--- src/rtl/block_spawner_if.sv ---
// block_spawner_if: handshake between the game top level / block mover and block_spawner.
interface block_spawner_if;
  logic        start;
  logic        collision;
  logic        end_level;
  logic [9:0]  Block_X_Center;
  logic        block_ready;
  logic        respawn;
  logic [3:0]  level;
  logic [2:0]  lives;
  logic        game_over;
  logic [15:0] score;
  modport master (
    output start, collision, end_level,
    input  Block_X_Center, block_ready, respawn, level, lives, game_over, score
  );
  modport slave (
    input  start, collision, end_level,
    output Block_X_Center, block_ready, respawn, level, lives, game_over, score
  );
endinterface

--- src/rtl/block_spawner.sv ---
// block_spawner: picks block columns, releases blocks and sequences lives/levels/difficulty.
// Define SPAWNER_SCORE_EN to keep a dodged-block score; otherwise score is tied to zero.
module block_spawner #(
  parameter logic [9:0] X_MIN            = 10'd40,
  parameter logic [9:0] X_MAX            = 10'd600,
  parameter logic [9:0] X_RESET          = 10'd320,
  parameter logic [9:0] LFSR_SEED        = 10'h2A5,
  parameter int         BLOCKS_PER_LEVEL = 8,
  parameter int         GAP_INIT         = 60,
  parameter int         GAP_DEC          = 6,
  parameter int         GAP_MIN          = 12,
  parameter int         LIVES            = 3
) (
  input logic            frame_clk,
  input logic            Reset,
  block_spawner_if.slave b
);
  typedef enum logic [2:0] {IDLE, ARM, RELEASE, LEVEL_UP, GAME_OVER} state_t;
  state_t     state, nxt;
  logic [7:0] gap, gap_cnt, blocks_left, new_gap, arm_gap;
  logic [9:0] lfsr, src, hi, col;
  logic       coll_q, coll_ev, arm_in;
  always_comb begin
    coll_ev = b.collision & ~coll_q;
    nxt = state == IDLE    ? (b.start ? ARM : IDLE)
        : state == ARM     ? (gap_cnt == 8'd0 ? RELEASE : ARM)
        : state == RELEASE ? (coll_ev ? (b.lives == 3'd1 ? GAME_OVER : ARM)
                             : b.end_level ? (blocks_left == 8'd1 ? LEVEL_UP : ARM) : RELEASE)
        : state == LEVEL_UP ? ARM
        : (b.start ? ARM : GAME_OVER);
    arm_in = nxt == ARM && state != ARM;
    // a restart draws its first column from the reseeded LFSR
    src = state == GAME_OVER ? LFSR_SEED : lfsr;
    hi  = src > X_MAX ? src - (X_MAX - X_MIN + 10'd1) : src;
    col = hi < X_MIN ? hi + X_MIN : hi;
    new_gap = gap >= 8'(GAP_MIN + GAP_DEC) ? gap - 8'(GAP_DEC) : 8'(GAP_MIN);
    arm_gap = state == LEVEL_UP ? new_gap : state == GAME_OVER ? 8'(GAP_INIT) : gap;
  end
  always_ff @(posedge frame_clk or posedge Reset)
    if (Reset) begin
      state            <= IDLE;
      b.Block_X_Center <= X_RESET;
      b.block_ready    <= 1'b0;
      b.respawn        <= 1'b0;
      b.level          <= 4'd1;
      b.lives          <= 3'(LIVES);
      b.game_over      <= 1'b0;
      gap              <= 8'(GAP_INIT);
      gap_cnt          <= 8'd0;
      blocks_left      <= 8'(BLOCKS_PER_LEVEL);
      lfsr             <= LFSR_SEED;
      coll_q           <= 1'b0;
    end else begin
      state         <= nxt;
      coll_q        <= b.collision;
      b.block_ready <= nxt == RELEASE;
      b.game_over   <= nxt == GAME_OVER;
      b.respawn     <= arm_in;
      if (arm_in) begin
        b.Block_X_Center <= col;
        lfsr             <= {src[8:0], src[9] ^ src[6]};
        gap_cnt          <= arm_gap - 8'd1;
      end else if (state == ARM && gap_cnt != 8'd0)
        gap_cnt <= gap_cnt - 8'd1;
      if (state == RELEASE && coll_ev)
        b.lives <= b.lives - 3'd1;
      if (state == RELEASE && !coll_ev && b.end_level && blocks_left != 8'd1)
        blocks_left <= blocks_left - 8'd1;
      if (state == LEVEL_UP) begin
        b.level     <= b.level == 4'd15 ? b.level : b.level + 4'd1;
        blocks_left <= 8'(BLOCKS_PER_LEVEL);
        gap         <= new_gap;
      end
      if (state == GAME_OVER && b.start) begin
        b.level     <= 4'd1;
        b.lives     <= 3'(LIVES);
        gap         <= 8'(GAP_INIT);
        blocks_left <= 8'(BLOCKS_PER_LEVEL);
      end
    end
`ifdef SPAWNER_SCORE_EN
  logic [15:0] score_q;
  always_ff @(posedge frame_clk or posedge Reset)
    if (Reset)
      score_q <= 16'd0;
    else if (state == GAME_OVER && b.start)
      score_q <= 16'd0;
    else if (state == RELEASE && !coll_ev && b.end_level && score_q != 16'hFFFF)
      score_q <= score_q + 16'd1;
  assign b.score = score_q;
`else
  assign b.score = 16'd0;
`endif
endmodule
--- src/flat_wrapper.sv ---
// flat-port wrapper written by rule: the top's interface ports become plain ports
module block_spawner_flat 
#(
  parameter logic [9:0] X_MIN            = 10'd40,
  parameter logic [9:0] X_MAX            = 10'd600,
  parameter logic [9:0] X_RESET          = 10'd320,
  parameter logic [9:0] LFSR_SEED        = 10'h2A5,
  parameter int         BLOCKS_PER_LEVEL = 8,
  parameter int         GAP_INIT         = 60,
  parameter int         GAP_DEC          = 6,
  parameter int         GAP_MIN          = 12,
  parameter int         LIVES            = 3
)
  (frame_clk, Reset, b_start, b_collision, b_end_level, b_Block_X_Center, b_block_ready, b_respawn, b_level, b_lives, b_game_over, b_score);
  block_spawner_if b_i ();
  input logic frame_clk;
  input logic Reset;
  input wire logic [$bits(b_i.start)-1:0] b_start;
  input wire logic [$bits(b_i.collision)-1:0] b_collision;
  input wire logic [$bits(b_i.end_level)-1:0] b_end_level;
  output wire logic [$bits(b_i.Block_X_Center)-1:0] b_Block_X_Center;
  output wire logic [$bits(b_i.block_ready)-1:0] b_block_ready;
  output wire logic [$bits(b_i.respawn)-1:0] b_respawn;
  output wire logic [$bits(b_i.level)-1:0] b_level;
  output wire logic [$bits(b_i.lives)-1:0] b_lives;
  output wire logic [$bits(b_i.game_over)-1:0] b_game_over;
  output wire logic [$bits(b_i.score)-1:0] b_score;
  assign b_i.start = b_start;
  assign b_i.collision = b_collision;
  assign b_i.end_level = b_end_level;
  assign b_Block_X_Center = b_i.Block_X_Center;
  assign b_block_ready = b_i.block_ready;
  assign b_respawn = b_i.respawn;
  assign b_level = b_i.level;
  assign b_lives = b_i.lives;
  assign b_game_over = b_i.game_over;
  assign b_score = b_i.score;
  block_spawner #(.X_MIN(X_MIN), .X_MAX(X_MAX), .X_RESET(X_RESET), .LFSR_SEED(LFSR_SEED), .BLOCKS_PER_LEVEL(BLOCKS_PER_LEVEL), .GAP_INIT(GAP_INIT), .GAP_DEC(GAP_DEC), .GAP_MIN(GAP_MIN), .LIVES(LIVES)) u_core (.frame_clk(frame_clk), .Reset(Reset), .b(b_i));
endmodule
--- config.mk ---
export PLATFORM = sky130hd
export DESIGN_NAME = block_spawner_flat
export DESIGN_NICKNAME = d
export VERILOG_FILES = /design/src/rtl/block_spawner_if.sv /design/src/rtl/block_spawner.sv /design/src/flat_wrapper.sv
export SDC_FILE = /design/constraint.sdc
export NUM_CORES = 1
export LEC_CHECK = 0
export BUFFER_PORTS_ARGS = -buffer_cell sky130_fd_sc_hd__buf_4
export CAP_MARGIN = 20
export CORE_AREA = 2 2 86 88
export DETAILED_ROUTE_END_ITERATION = 16
export DIE_AREA = 0 0 88 90
export PLACE_DENSITY = 0.74
export SKIP_LAST_GASP = 1
export SYNTH_ARGS = -nofsm -noshare
export SYNTH_HDL_FRONTEND = slang
export SYNTH_SLANG_ARGS = --single-unit
--- constraint.sdc ---
create_clock -name frame_clk -period 2.6 [get_ports frame_clk]
set_input_delay 0.13 -clock frame_clk [delete_from_list [all_inputs] [get_ports frame_clk]]
set_output_delay 0.13 -clock frame_clk [all_outputs]
set_load 0.02 [all_outputs]
==> run metrics <==
DRC 0; Synth warnings 0; Worst Path Arrival 3010 ps; family with the most delay on the worst path simple AND/OR/NAND/NOR gates; synthesis-to-finish area growth 21.2%; Logic pwr share 42.2%; slowest CP cell or4b_4; initial antenna violation count 0; hold endpoint u_core.b.game_over; Vias/cell 5.55; final setup skew 11.5 ps; TritonCTS clock tree built; most used cell, CP o21ai_2; status finished with violations; Place WS -173 ps; IO Count 41; failing checks negative setup slack; crit path max fanout 4; Worst setup EP type flip-flop; RSZ-0062 raised after global routing true; Worst Tran Pin Value 620 ps; HP Start b_start; Sw Ratio 40.5%; Seq cells post-synth 58; reg-to-reg slack, setup -190 ps; H-Tree Depth 3; WP buf/inv 4; GRT Util Overall 22.3%; max incr delay on CP 450 ps; CTS clk-pin slew, worst paths 70 ps; Slew Limit Headroom 58.3%; Synth Flop Type dfrtp_1; worst hold path cell count 3; dpl hpwl 5.84 mm; post-DR wirelength/cell 15.0 um; Die W 88 um; Distinct cells, synth 69; crit start category flip-flop; number of flops mapped to enable cells by yosys 0; Tmin final 2790 ps; crit-path cells inv_1 -> ha_1 -> or4b_4 -> o21ai_2 -> nor2b_4 -> o21ai_2 -> nand3_2 -> inv_2 -> mux2i_1 -> ha_2 -> buf_4 -> buf_6 -> nor2_1 -> o21ai_1 -> o311ai_2; starting density of the core 51.1%; P_sw 1.65 mW; nets 467; reg-to-reg endpoint u_core.gap_cnt[2]; CP Class reg2reg; area of the core 0.00702 mm2; Max Cap Viol 0; fmax 358 MHz; CTS max path bufs 2; clk_lat worst skew 360 ps; IO buf count 24; # diodes 0; Detailed Route WL 8.38 mm; R2R depth 15; peak supply drop 379 uV; area of the mapped netlist 0.00359 mm2; Power Dens Cells 938 mW/mm2; Mean Syn Cell Area 9.02 um2; Flop pwr share 37.2%; # setup viols final 3; Design Area, Final 0.00435 mm2; Antenna Violating Nets Remaining 0; Tcrit/Tclk final 107%; first-pass GRT wire length 13.9 mm; # rows 31; Slew Limit Fails 0; Placed Area 0.00402 mm2; Leak 1.89 nW; vias 3102; Crit path required time 2810 ps; layout cells sized above 1 28.9%; Die Area 0.00792 mm2; FFs w/ async S/R, synth 100%; clock share of power 20.6%; r2r startpoint u_core.blocks_left[1]; vias in the first global route 2914; register area share after synthesis 41.0%; Die Ht 90 um; final worst setup slack -194 ps; worst hold path type in2reg; CTS Sinks 58; largest net degree at the start of global routing 32; Root Buffer Master clkbuf_8; synthesized instance count 398; CTS Buf Count 9; 1st-iter DRT viols 266; Pre-antenna DRT Iters 4; Final Hold Violating Endpoints 0; grt total ovfl 0; GPL Wtd Cong 0.918; P_int 2.43 mW
==> registers in the layout (all words and copies together), names as in the netlist <==
| register | flops |
|---|---|
| u_core.b.Block_X_Center | 10 |
| u_core.b.block_ready | 1 |
| u_core.b.game_over | 1 |
| u_core.b.level | 4 |
| u_core.b.lives | 3 |
| u_core.b.respawn | 1 |
| u_core.blocks_left | 8 |
| u_core.coll_q | 1 |
| u_core.gap | 8 |
| u_core.gap_cnt | 8 |
| u_core.lfsr | 10 |
| u_core.state | 3 |
==> cell usage after synthesis (all sizes together), types with 2 or more instances <==
master	instances	share of area, %
a211o	3	0.73
a211oi	5	1.2
a21oi	16	2.2
a311oi	2	0.49
a31o	3	0.73
a31oi	7	1.8
a32oi	2	0.49
and2	2	0.35
and3	3	0.52
buf	25	5.0
clkbuf	14	1.5
dfrtp	43	30
dfstp	15	11
ha	7	2.4
inv	11	1.2
mux2i	6	1.7
nand2	51	5.3
nand2b	8	1.4
nand3	15	2.4
nand4	5	0.87
nor2	33	3.5
nor2b	3	0.52
nor3	14	2.1
nor3b	3	0.63
nor4	3	1.1
o211ai	6	1.3
o21ai	30	4.4
o22a	2	0.49
o311ai	4	1.2
o31ai	5	1.0
or3	5	0.87
or4	2	0.52
or4b	2	0.66
xnor2	12	2.9
xor2	14	3.4
==> how the worst max path moves through the flow <==
stage / startpoint / endpoint / slack (ps) / cells after the start
5_1_grt: u_core.blocks_left[1] / u_core.gap_cnt[6] / -300 / 14
6_report: u_core.blocks_left[1] / u_core.gap_cnt[2] / -190 / 15
2_1_floorplan: u_core.gap_cnt[3] / u_core.gap_cnt[6] / -120 / 13
3_3_place_gp: u_core.blocks_left[1] / u_core.gap_cnt[6] / 20 / 14
3_5_place_dp: u_core.blocks_left[1] / u_core.gap_cnt[6] / -170 / 14
4_1_cts: u_core.gap_cnt[0] / u_core.gap_cnt[6] / -140 / 12
==> cell families (layout without fill, tap and decap cells) <==
family / after synthesis / after routing / share of synthesized area, %
buffers and inverters: 50 / 97 / 7.67
other: 1 / 16 / 0.105
AND/OR/NAND/NOR: 156 / 156 / 22.5
flip-flops: 58 / 58 / 41.0
adder cells (fa/ha/maj): 7 / 7 / 2.44
AO/OA/AOI/OAI: 93 / 93 / 18.0
XOR/XNOR: 26 / 26 / 6.35
multiplexers: 7 / 7 / 1.99
==> layer usage <==
metal | up-vias | part of all wire, % | global-route usage [%]
met5 | - | 0 | 0
met4 | 0 | 2.2 | 8.46
met3 | 22 | 4.7 | 5.23
li1 | 1498 | - | -
met2 | 81 | 51 | 35.5
met1 | 1501 | 42 | 29.3
==> through the flow <==
stage	setup TNS, ps	std cells	util, %	total power [mW]	hold slack, ps
final	-455	559	61.9	4.08	197
after global routing	-860	559	61.9	4.37	239
after CTS	-270	554	60.7	3.99	194
after detailed placement	-367	533	57.2	3.10	114
after global placement	0	533	57.2	3.05	111
after floorplan	-234	413	-	2.65	161
==> layout make-up <==
cell class,instances,area (um2)
fillers,598,2670
inverters,11,41.3
multi-input cells,305,1980
well taps,99,124
clock inverters,6,67.6
clock buffers,10,128
flip-flops and latches,58,1470
repair buffers,70,534
==> repair_timing <==
item                       4_1_cts  5_1_grt
pin swaps                        7       11
hold endpoints to repair        10        0
hold buffers                     2        0
setup buffers                    3        5
resized for setup                4       10
setup endpoints to repair        3        3
==> power by group through the flow <==
stage | clock [mW] | sequential [mW] | combinational [mW]
floorplan | 0 | 1.48 | 1.18
global placement | 0 | 1.51 | 1.54
detailed placement | 0 | 1.52 | 1.58
CTS | 0.854 | 1.51 | 1.63
global route | 0.904 | 1.56 | 1.90
finish | 0.841 | 1.52 | 1.72
==> cell usage in the layout (no fill, tap or decap), types with 3 or more instances in the layout <==
| master | n |
|---|---|
| a211o_1 | 3 |
| a211oi_1 | 4 |
| a21oi_1 | 16 |
| a31o_2 | 3 |
| a31oi_1 | 5 |
| and3_1 | 3 |
| buf_4 | 67 |
| clkbuf_8 | 9 |
| conb_1 | 16 |
| dfrtp_1 | 43 |
| dfstp_2 | 15 |
| ha_1 | 6 |
| inv_1 | 9 |
| mux2i_1 | 6 |
| nand2_1 | 49 |
| nand2b_1 | 8 |
| nand3_1 | 13 |
| nand4_1 | 5 |
| nor2_1 | 33 |
| nor3_1 | 11 |
| nor3b_1 | 3 |
| o211ai_1 | 6 |
| o21ai_0 | 22 |
| o21ai_1 | 4 |
| o21ai_2 | 3 |
| o311ai_2 | 3 |
| o31ai_1 | 4 |
| or3_1 | 5 |
| xnor2_1 | 12 |
| xor2_1 | 13 |
==> worst min-delay path, stage by stage <==
cell and delay [ps]:
buf_4 100, nand2b_1 150, o21ai_0 110
Power figures use the tool's default switching activity.
